--- config.mk ---
export PLATFORM = sky130hd
export DESIGN_NAME = wide_fetch_flat
export DESIGN_NICKNAME = d
export VERILOG_FILES = /design/src/rtl/wide_fetch_if.sv /design/src/rtl/wide_fetch.sv /design/src/flat_wrapper.sv
export SDC_FILE = /design/constraint.sdc
export NUM_CORES = 1
export LEC_CHECK = 0
export BUFFER_PORTS_ARGS = -buffer_cell sky130_fd_sc_hd__buf_4
export CORE_MARGIN = 2
export CORE_UTILIZATION = 65
export CTS_BUF_LIST = sky130_fd_sc_hd__clkbuf_4 sky130_fd_sc_hd__clkbuf_8
export CTS_CLUSTER_DIAMETER = 30
export DETAILED_ROUTE_END_ITERATION = 8
export PLACE_DENSITY = 0.91
export SLEW_MARGIN = 0
export SYNTH_ARGS = -nofsm -noshare
export SYNTH_HDL_FRONTEND = slang
export SYNTH_SLANG_ARGS = --single-unit
--- constraint.sdc ---
create_clock -name clk -period 22.6 [get_ports clk]
set_input_delay 4.52 -clock clk [delete_from_list [all_inputs] [get_ports clk]]
set_output_delay 4.52 -clock clk [all_outputs]
set_load 0.03 [all_outputs]
--- src/rtl/wide_fetch_if.sv ---
// wide_fetch_if: memory-side read port and instruction-queue dequeue port of the wide fetch unit.
interface wide_fetch_if #(
    parameter int unsigned FETCH_WIDTH = 2
);
    logic [31:0]               ufp_addr;
    logic [4*FETCH_WIDTH-1:0]  ufp_rmask;
    logic [4*FETCH_WIDTH-1:0]  ufp_wmask;
    logic [32*FETCH_WIDTH-1:0] ufp_wdata;
    logic [32*FETCH_WIDTH-1:0] ufp_rdata;
    logic                      ufp_resp;
    logic                      dequeue;
    logic                      is_empty;
    logic [31:0]               dequeue_pc;
    logic [32*FETCH_WIDTH-1:0] dequeue_inst;
    logic [FETCH_WIDTH-1:0]    dequeue_valid;
    logic                      flush;
    logic [31:0]               pc_new;

    // Fetch unit side.
    modport master (
        output ufp_addr, ufp_rmask, ufp_wmask, ufp_wdata,
        input  ufp_rdata, ufp_resp,
        input  dequeue, flush, pc_new,
        output is_empty, dequeue_pc, dequeue_inst, dequeue_valid
    );

    // Memory / decode side.
    modport slave (
        input  ufp_addr, ufp_rmask, ufp_wmask, ufp_wdata,
        output ufp_rdata, ufp_resp,
        output dequeue, flush, pc_new,
        input  is_empty, dequeue_pc, dequeue_inst, dequeue_valid
    );
endinterface

--- src/rtl/wide_fetch.sv ---
// wide_fetch: fetches FETCH_WIDTH-instruction blocks into a QUEUE_DEPTH-entry queue.
// Optional macro FETCH_HOLD_EN: issue even when full; a response that finds the
// queue full is parked in a hold register (WAIT state) until space frees up.
module wide_fetch #(
    parameter int unsigned FETCH_WIDTH = 2,
    parameter int unsigned QUEUE_DEPTH = 16,
    parameter logic [31:0] PC_RESET    = 32'h1ECEB000
) (
    input  logic         clk,
    input  logic         rst,
    wide_fetch_if.master bus
);
    localparam int unsigned BLK_BYTES  = 4 * FETCH_WIDTH;
    localparam int unsigned INST_W     = 32 * FETCH_WIDTH;
    localparam int unsigned MASK_W     = 4 * FETCH_WIDTH;
    localparam int unsigned PTR_W      = $clog2(QUEUE_DEPTH);
    localparam int unsigned CNT_W      = PTR_W + 1;
    localparam logic [31:0] ALIGN_MASK = ~32'(BLK_BYTES - 1);
    localparam logic [31:0] LANE_MASK  = 32'(FETCH_WIDTH - 1);

    typedef struct packed {
        logic [31:0]            pc;
        logic [INST_W-1:0]      inst;
        logic [FETCH_WIDTH-1:0] valid;
    } entry_t;

`ifdef FETCH_HOLD_EN
    typedef enum logic [1:0] {IDLE, REQ, DRAIN, WAIT} state_t;
`else
    typedef enum logic [1:0] {IDLE, REQ, DRAIN} state_t;
`endif

    state_t           state, state_nx;
    logic [31:0]      pc_r, pc_aligned, lane_off;
    logic [CNT_W-1:0] count;
    logic [PTR_W-1:0] head, tail;
    entry_t           mem [QUEUE_DEPTH];
    entry_t           new_entry, enq_entry;
    logic             full, empty, deq, enq, pc_adv, issue_c, issue_ok;
`ifdef FETCH_HOLD_EN
    entry_t           hold_q;
    logic             hold_load;
`endif

    assign pc_aligned = pc_r & ALIGN_MASK;
    assign full       = (count == CNT_W'(QUEUE_DEPTH));
    assign empty      = (count == '0);
    assign deq        = bus.dequeue && !empty && !bus.flush;

`ifdef FETCH_HOLD_EN
    assign issue_ok = 1'b1;
`else
    assign issue_ok = !full;
`endif

    // Build the entry for an arriving block; lanes below the PC's lane are invalid.
    always_comb begin
        lane_off        = (pc_r >> 2) & LANE_MASK;
        new_entry.pc    = pc_aligned;
        new_entry.inst  = bus.ufp_rdata;
        new_entry.valid = '0;
        for (int unsigned i = 0; i < FETCH_WIDTH; i++) begin
            new_entry.valid[i] = (32'(i) >= lane_off);
        end
    end

    // Next-state and control decode.
    always_comb begin
        state_nx  = state;
        issue_c   = 1'b0;
        enq       = 1'b0;
        enq_entry = new_entry;
        pc_adv    = 1'b0;
`ifdef FETCH_HOLD_EN
        hold_load = 1'b0;
`endif
        case (state)
            IDLE: begin
                if (!bus.flush && issue_ok) begin
                    issue_c  = 1'b1;
                    state_nx = REQ;
                end
            end
            REQ: begin
                if (bus.ufp_resp) begin
                    state_nx = IDLE;
                    if (!bus.flush) begin
                        pc_adv = 1'b1;
                        if (!full) begin
                            enq = 1'b1;
                        end
`ifdef FETCH_HOLD_EN
                        else begin
                            hold_load = 1'b1;
                            state_nx  = WAIT;
                        end
`endif
                    end
                end else if (bus.flush) begin
                    state_nx = DRAIN;
                end
            end
            DRAIN: begin
                if (bus.ufp_resp) begin
                    state_nx = IDLE;
                end
            end
`ifdef FETCH_HOLD_EN
            WAIT: begin
                if (bus.flush) begin
                    state_nx = IDLE;
                end else if (!full) begin
                    enq       = 1'b1;
                    enq_entry = hold_q;
                    state_nx  = IDLE;
                end
            end
`endif
            default: state_nx = IDLE;
        endcase
        if (rst) begin
            state_nx = IDLE;
            issue_c  = 1'b0;
            enq      = 1'b0;
            pc_adv   = 1'b0;
`ifdef FETCH_HOLD_EN
            hold_load = 1'b0;
`endif
        end
    end

    // State register.
    always_ff @(posedge clk) begin
        if (rst) begin
            state <= IDLE;
        end else begin
            state <= state_nx;
        end
    end

    // PC, queue pointers and occupancy count.
    always_ff @(posedge clk) begin
        if (rst) begin
            pc_r  <= PC_RESET;
            count <= '0;
            head  <= '0;
            tail  <= '0;
        end else if (bus.flush) begin
            pc_r  <= bus.pc_new;
            count <= '0;
            head  <= '0;
            tail  <= '0;
        end else begin
            if (pc_adv) begin
                pc_r <= pc_aligned + 32'(BLK_BYTES);
            end
            if (enq) begin
                tail <= tail + PTR_W'(1);
            end
            if (deq) begin
                head <= head + PTR_W'(1);
            end
            count <= count + CNT_W'(enq) - CNT_W'(deq);
        end
    end

    // Queue storage write.
    always_ff @(posedge clk) begin
        if (enq) begin
            mem[tail] <= enq_entry;
        end
    end

`ifdef FETCH_HOLD_EN
    // Hold register for a block that arrived while the queue was full.
    always_ff @(posedge clk) begin
        if (rst || bus.flush) begin
            hold_q <= '0;
        end else if (hold_load) begin
            hold_q <= new_entry;
        end
    end
`endif

    assign bus.ufp_addr      = pc_aligned;
    assign bus.ufp_rmask     = {MASK_W{issue_c}};
    assign bus.ufp_wmask     = '0;
    assign bus.ufp_wdata     = '0;
    assign bus.is_empty      = rst | empty;
    assign bus.dequeue_pc    = mem[head].pc;
    assign bus.dequeue_inst  = mem[head].inst;
    assign bus.dequeue_valid = mem[head].valid;
endmodule

--- src/flat_wrapper.sv ---
// flat-port wrapper written by rule: the top's interface ports become plain ports
module wide_fetch_flat 
#(
    parameter int unsigned FETCH_WIDTH = 2,
    parameter int unsigned QUEUE_DEPTH = 16,
    parameter logic [31:0] PC_RESET    = 32'h1ECEB000
)
  (clk, rst, bus_ufp_addr, bus_ufp_rmask, bus_ufp_wmask, bus_ufp_wdata, bus_ufp_rdata, bus_ufp_resp, bus_dequeue, bus_flush, bus_pc_new, bus_is_empty, bus_dequeue_pc, bus_dequeue_inst, bus_dequeue_valid);
  wide_fetch_if #(.FETCH_WIDTH(FETCH_WIDTH)) bus_i ();
  input  logic clk;
  input  logic rst;
  output wire logic [$bits(bus_i.ufp_addr)-1:0] bus_ufp_addr;
  output wire logic [$bits(bus_i.ufp_rmask)-1:0] bus_ufp_rmask;
  output wire logic [$bits(bus_i.ufp_wmask)-1:0] bus_ufp_wmask;
  output wire logic [$bits(bus_i.ufp_wdata)-1:0] bus_ufp_wdata;
  input wire logic [$bits(bus_i.ufp_rdata)-1:0] bus_ufp_rdata;
  input wire logic [$bits(bus_i.ufp_resp)-1:0] bus_ufp_resp;
  input wire logic [$bits(bus_i.dequeue)-1:0] bus_dequeue;
  input wire logic [$bits(bus_i.flush)-1:0] bus_flush;
  input wire logic [$bits(bus_i.pc_new)-1:0] bus_pc_new;
  output wire logic [$bits(bus_i.is_empty)-1:0] bus_is_empty;
  output wire logic [$bits(bus_i.dequeue_pc)-1:0] bus_dequeue_pc;
  output wire logic [$bits(bus_i.dequeue_inst)-1:0] bus_dequeue_inst;
  output wire logic [$bits(bus_i.dequeue_valid)-1:0] bus_dequeue_valid;
  assign bus_ufp_addr = bus_i.ufp_addr;
  assign bus_ufp_rmask = bus_i.ufp_rmask;
  assign bus_ufp_wmask = bus_i.ufp_wmask;
  assign bus_ufp_wdata = bus_i.ufp_wdata;
  assign bus_i.ufp_rdata = bus_ufp_rdata;
  assign bus_i.ufp_resp = bus_ufp_resp;
  assign bus_i.dequeue = bus_dequeue;
  assign bus_i.flush = bus_flush;
  assign bus_i.pc_new = bus_pc_new;
  assign bus_is_empty = bus_i.is_empty;
  assign bus_dequeue_pc = bus_i.dequeue_pc;
  assign bus_dequeue_inst = bus_i.dequeue_inst;
  assign bus_dequeue_valid = bus_i.dequeue_valid;
  wide_fetch #(.FETCH_WIDTH(FETCH_WIDTH), .QUEUE_DEPTH(QUEUE_DEPTH), .PC_RESET(PC_RESET)) u_core (.clk(clk), .rst(rst), .bus(bus_i));
endmodule
==> impl_metrics.toml, run 1 <==
[cts]
h-tree-depth = 5
cts_tree = "yes"
cts_resized = 0
cts_sinks = 1553
clockBufferDepth = 4
post_cts.repair.setup_buffers = 0
clk_latency_ps = 980
cts-root-buf = "clkbuf_8"
cts_hold_buf = 0
clk_pin_slew_ps = 70
cts_made_buffers = 291

[global_route]
grt_pass1_wl_um = 219000
grt_pass1_vias = 31947
antenna_found_initial = 4
overflow = 0
grtUsageTotal_pct = 32.9
grt_max_degree = 164

[run]
maxCapViolCount = 0

[layout]
drive_gt1_share_pct = 39.0
post-route-util_pct = 74.8
fill_cells = 4279
layout_common_cells = "edfxtp_1, mux4_2, clkbuf_8"
syn_to_final_growth_pct = 14.2
finish.instance_area_sq_mm = 0.0686
nNetsFinal = 3084
mostFrequentLayoutCell = "edfxtp_1"

[critical_path]
critPathLaunchType = "primary input"
cp_max_fo = 32
cp.arrival_ps = 6090
crit_family = "simple AND/OR/NAND/NOR gates"
crit_chain = "buf_4 -> or3_2 -> nor3_1 -> buf_4"
slowest_stage = "nor3_1"
path_common_cell = "buf_4"
crit_type = "in -> out"
cp.buffers_inverters = 2
crit_path_end_kind = "output pin"
crit_required_ps = 18080
slowest_delay_ps = 630

[pwr]
power.leakage_uw = 0.0216
p_per_area_mw_per_mm2 = 90.8
peakVddDrop_mv = 0.0679

[die]
die_h_um = 308
coreArea_sq_mm = 0.0917
ios = 312
initial_core_util_pct = 65.5
row_count = 111
dieArea_sq_mm = 0.0948
die_w_um = 308

[min_path]
hold_class = "reg -> reg"

[timing]
setup_viol = 0
hold_viol_final = 0
finalMaxSlewViolations = 0
min_period_ps = 10610
hold_ws_ps = 460
finalCritPeriodShare_pct = 46.9
rsz0062_at_grt = "false"
setup_tns_ps = 0
clock.fmax_mhz = 94.3
relSlewSlack_pct = 19.9
worst_pin_slew_ps = 1200
skew_ps = 94.2

[synthesis]
synthCells = 2560
synth_area_leaders = "edfxtp_1, mux4_2, dfxtp_1, buf_4, clkbuf_1"
ys_warn_count = 0
synth-edff-count = 1504
yosysSeqAreaShare_pct = 76.9
synth_ff_type = "edfxtp_1"
async_reset_ff_share_pct = 0
synth.distinct_cells = 61
synth_top_area_share_pct = 75.2
netlist_area_sq_mm = 0.0600
synth_seq_cells = 1553
synth_top_area_cell = "edfxtp_1"
avgSynthCellArea_sq_um = 23.5

[place]
portBuffers = 230
place_area_sq_mm = 0.0626
gp_congestion = 0.895
dp_hpwl_um = 75400

[route]
drc_errors = 0
num_vias = 30423
drt_iter0_markers = 4745
routed_wl_um = 151000
viasPerCell = 6.97
wl_per_cell_um = 34.6
ant_nets = 0
dr.pass1.iters = 5

[run_status]
status = "finished clean"
Yosys cell counts (12+ instances only):
library cell  number
edfxtp_1        1504
mux4_2           470
buf_4            121
clkbuf_1          64
nor2_1            54
dfxtp_1           49
buf_2             42
nand2_1           28
nor3_1            20
nand3_1           18
nand4_1           14
inv_1             13
ha_1              12
cell type report:
type	count	area (sq um)	share of cell area [%]
Multi-Input combinational cell	826	12800	18.6
Clock buffer	352	4510	6.57
Antenna cell	2	5.00	0.00730
Timing Repair Buffer	284	2160	3.15
Tap cell	1186	1480	2.16
Inverter	14	52.6	0.0766
Clock inverter	149	1450	2.11
Sequential cell	1553	46200	67.3
path summary, 6_finish.rpt:
path,cells past startpoint,to,startpoint,slack [ps]
max,4,bus_ufp_rmask[6],rst,11990
min,2,register,u_core.head[3]$_SDFFE_PP0P_,460
max reg2reg,6,u_core.mem[4][9]$_DFFE_PP_,u_core.state[0]$_SDFFE_PP0P_,17630
min reg2reg,2,register,u_core.head[3]$_SDFFE_PP0P_,460
tightest hold or removal path, cell delays in order, from the launching register on:
cell and delay, ps:
dfxtp_1 310, o31ai_1 100, a21oi_1 90
registers in the layout (all words and copies together), names as in the netlist, named ones only:
name and count:
u_core.state 2, u_core.head 4, u_core.tail 4, u_core.count 5
u_core.mem 1504, u_core.pc_r 30
per-stage QoR:
stage,total power (uW),instances,setup slack [ps]
3_3_place_gp,3460,3863,12080
4_1_cts,6260,4364,11980
3_5_place_dp,3470,3863,11990
5_1_grt,6390,4366,11750
2_1_floorplan,3400,2637,10080
6_report,6230,4366,11990
cells by family after synthesis:
group,after synthesis,share of synthesized area [%]
flops,1553,76.9
mux,473,17.7
buf+inv,258,2.53
simple gates,193,1.75
compound gates,53,0.661
xor+xnor,15,0.219
fa+ha+maj,13,0.283
other cells,2,0.0125
where the power goes:
group	leakage [uW]	switching, uW	internal, uW	total [uW]
sequential	0.0139	26.1	3170	3190
clock	0.00302	1200	1610	2810
combinational	0.00460	136	91.1	227
total	0.0216	1370	4860	6230
layer usage:
layer / track usage [%] / routed length, um / part of all wire [%] / vias up
met5: 0 / 27 / 0.018 / -
met4: 13.6 / 6200 / 4.1 / 4
met3: 7.46 / 16400 / 11 / 454
met2: 55.2 / 78700 / 52 / 2591
met1: 42.3 / 49900 / 33 / 15772
li1: - / - / - / 11602
Note: power is estimated with default switching activity, not from simulation.
==> run 2, diff against run 1 <==
- CORE_UTILIZATION: 65 -> 57
- PLACE_DENSITY: 0.91 -> 0.85
- clock period: 22.6 -> 8.7 ns (I/O delays scaled with it)
==> impl_metrics.toml, run 2 (synthesis results as in run 1) <==
[global_route]
grt_pass1_wl_um = 201000
overflow = 0
grt_max_degree = 177
grt_pass1_vias = 30408
grtUsageTotal_pct = 25.8
antenna_found_initial = 3

[timing]
clock.fmax_mhz = 171
finalCritPeriodShare_pct = 67.1
min_period_ps = 5840
setup_viol = 0
relSlewSlack_pct = 15.8
hold_viol_final = 0
worst_pin_slew_ps = 1250
rsz0062_at_grt = "false"
skew_ps = 81.9
finalMaxSlewViolations = 0
setup_tns_ps = 0

[pwr]
p_int_uw = 12900
sequentialPowerShare_pct = 50.6
total_power_uw = 16400
peakVddDrop_mv = 0.134
switchingPower_uw = 3450
p_per_area_mw_per_mm2 = 237
power.leakage_uw = 0.0217
switching_share_pct = 21.0
comb_power_share_pct = 3.6
clockPowerShare_pct = 45.8

[critical_path]
crit_required_ps = 6960
r2r_start = "u_core.state[0]$_SDFFE_PP0P_"
r2r_cells = 5
r2r_setup_slack_ps = 4310
cp_max_fo = 54
critPathCapture = "bus_dequeue_pc[30]"
cp.arrival_ps = 4100
crit_type = "reg -> out"
crit_path_end_kind = "output pin"
critPathLaunchType = "register"
r2r-end = "u_core.mem[10][94]$_DFFE_PP_"

[place]
portBuffers = 230
gp_congestion = 0.814
dp_hpwl_um = 69100

[layout]
fill_cells = 6103
drive_gt1_share_pct = 39.1
top_register = "u_core.mem"
post-route-util_pct = 66.0
reg.largest.list = "u_core.mem: 1504 flops, u_core.pc_r: 30 flops, u_core.count: 5 flops"
layout_common_cells = "edfxtp_1, mux4_2, clkbuf_8"
mostFrequentLayoutCell = "edfxtp_1"
syn_to_final_growth_pct = 15.2
nNetsFinal = 3085
largest_reg_flops = 1504

[run]
maxCapViolCount = 0

[min_path]
hold_class = "reg -> reg"

[cts]
cts_tree = "yes"
clk_latency_ps = 940
clockBufferDepth = 4
cts_made_buffers = 297
h-tree-depth = 5
cts_sinks = 1553
clk_pin_slew_ps = 60
cts_resized = 0
cts-root-buf = "clkbuf_8"
post_cts.repair.setup_buffers = 0
cts_hold_buf = 0

[route]
wl_per_cell_um = 30.1
drt_iter0_markers = 3124
drc_errors = 0
viasPerCell = 6.34
dr.pass1.iters = 7
routed_wl_um = 138000
num_vias = 28987
ant_nets = 0

[die]
ios = 312
row_count = 119
die_h_um = 329
dieArea_sq_mm = 0.108
initial_core_util_pct = 57.3
die_w_um = 329
coreArea_sq_mm = 0.105

[run_status]
status = "finished clean"
## run 2: power by group through the flow
stage          registers, uW  clock network [uW]  logic, uW
3_3_place_gp            8430                   0        562
4_1_cts                 8280                7600        593
2_1_floorplan           8420                   0        421
5_1_grt                 8280                7910        629
3_5_place_dp            8430                   0        589
6_report                8280                7500        590
## run 2: worst min path at each step
stage,from,endpoint,cells past startpoint
5_1_grt,u_core.head[3]$_SDFFE_PP0P_,register,2
3_3_place_gp,u_core.head[3]$_SDFFE_PP0P_,register,2
3_5_place_dp,u_core.head[3]$_SDFFE_PP0P_,register,2
2_1_floorplan,u_core.state[1]$_SDFFE_PP0P_,u_core.state[0]$_SDFFE_PP0P_,1
6_report,u_core.head[3]$_SDFFE_PP0P_,register,2
4_1_cts,u_core.head[3]$_SDFFE_PP0P_,register,2
## run 2: per-layer routing
layer,GRT usage (%),part of all wire [%],wire length [um],vias to the layer above
li1,-,-,-,11621
met1,34.2,36,49900,15297
met2,43.2,52,72000,1819
met3,5.59,9.3,12800,248
met4,8.56,2.3,3170,2
met5,0,0.0094,13,-
## run 2: cell type report
cell class                      instances  area, sq um  area share [%]
Antenna cell                            4         10.0          0.0145
Clock buffer                          352         4540            6.57
Clock inverter                        155         1680            2.42
Inverter                               14         52.6          0.0760
Multi-Input combinational cell        826        12800            18.5
Sequential cell                      1553        46200            66.7
Tap cell                             1391         1740            2.52
Timing Repair Buffer                  279         2180            3.15
## run 2: metrics by stage
stage | setup slack, ps | std cells | hold slack, ps | area (sq um)
finish | 2860 | 4574 | 490 | 69200
global route | 2540 | 4572 | 534 | 69200
CTS | 2670 | 4570 | 488 | 69200
detailed placement | 2730 | 4063 | 496 | 62900
global placement | 2840 | 4063 | 459 | 62900
floorplan | 1490 | 2637 | 454 | 60400
## run 2: critical path, stage by stage, from the launching register on
cell and delay [ps]:
dfxtp_4 810, buf_4 940, mux4_2 600, mux4_2 560, buf_4 200
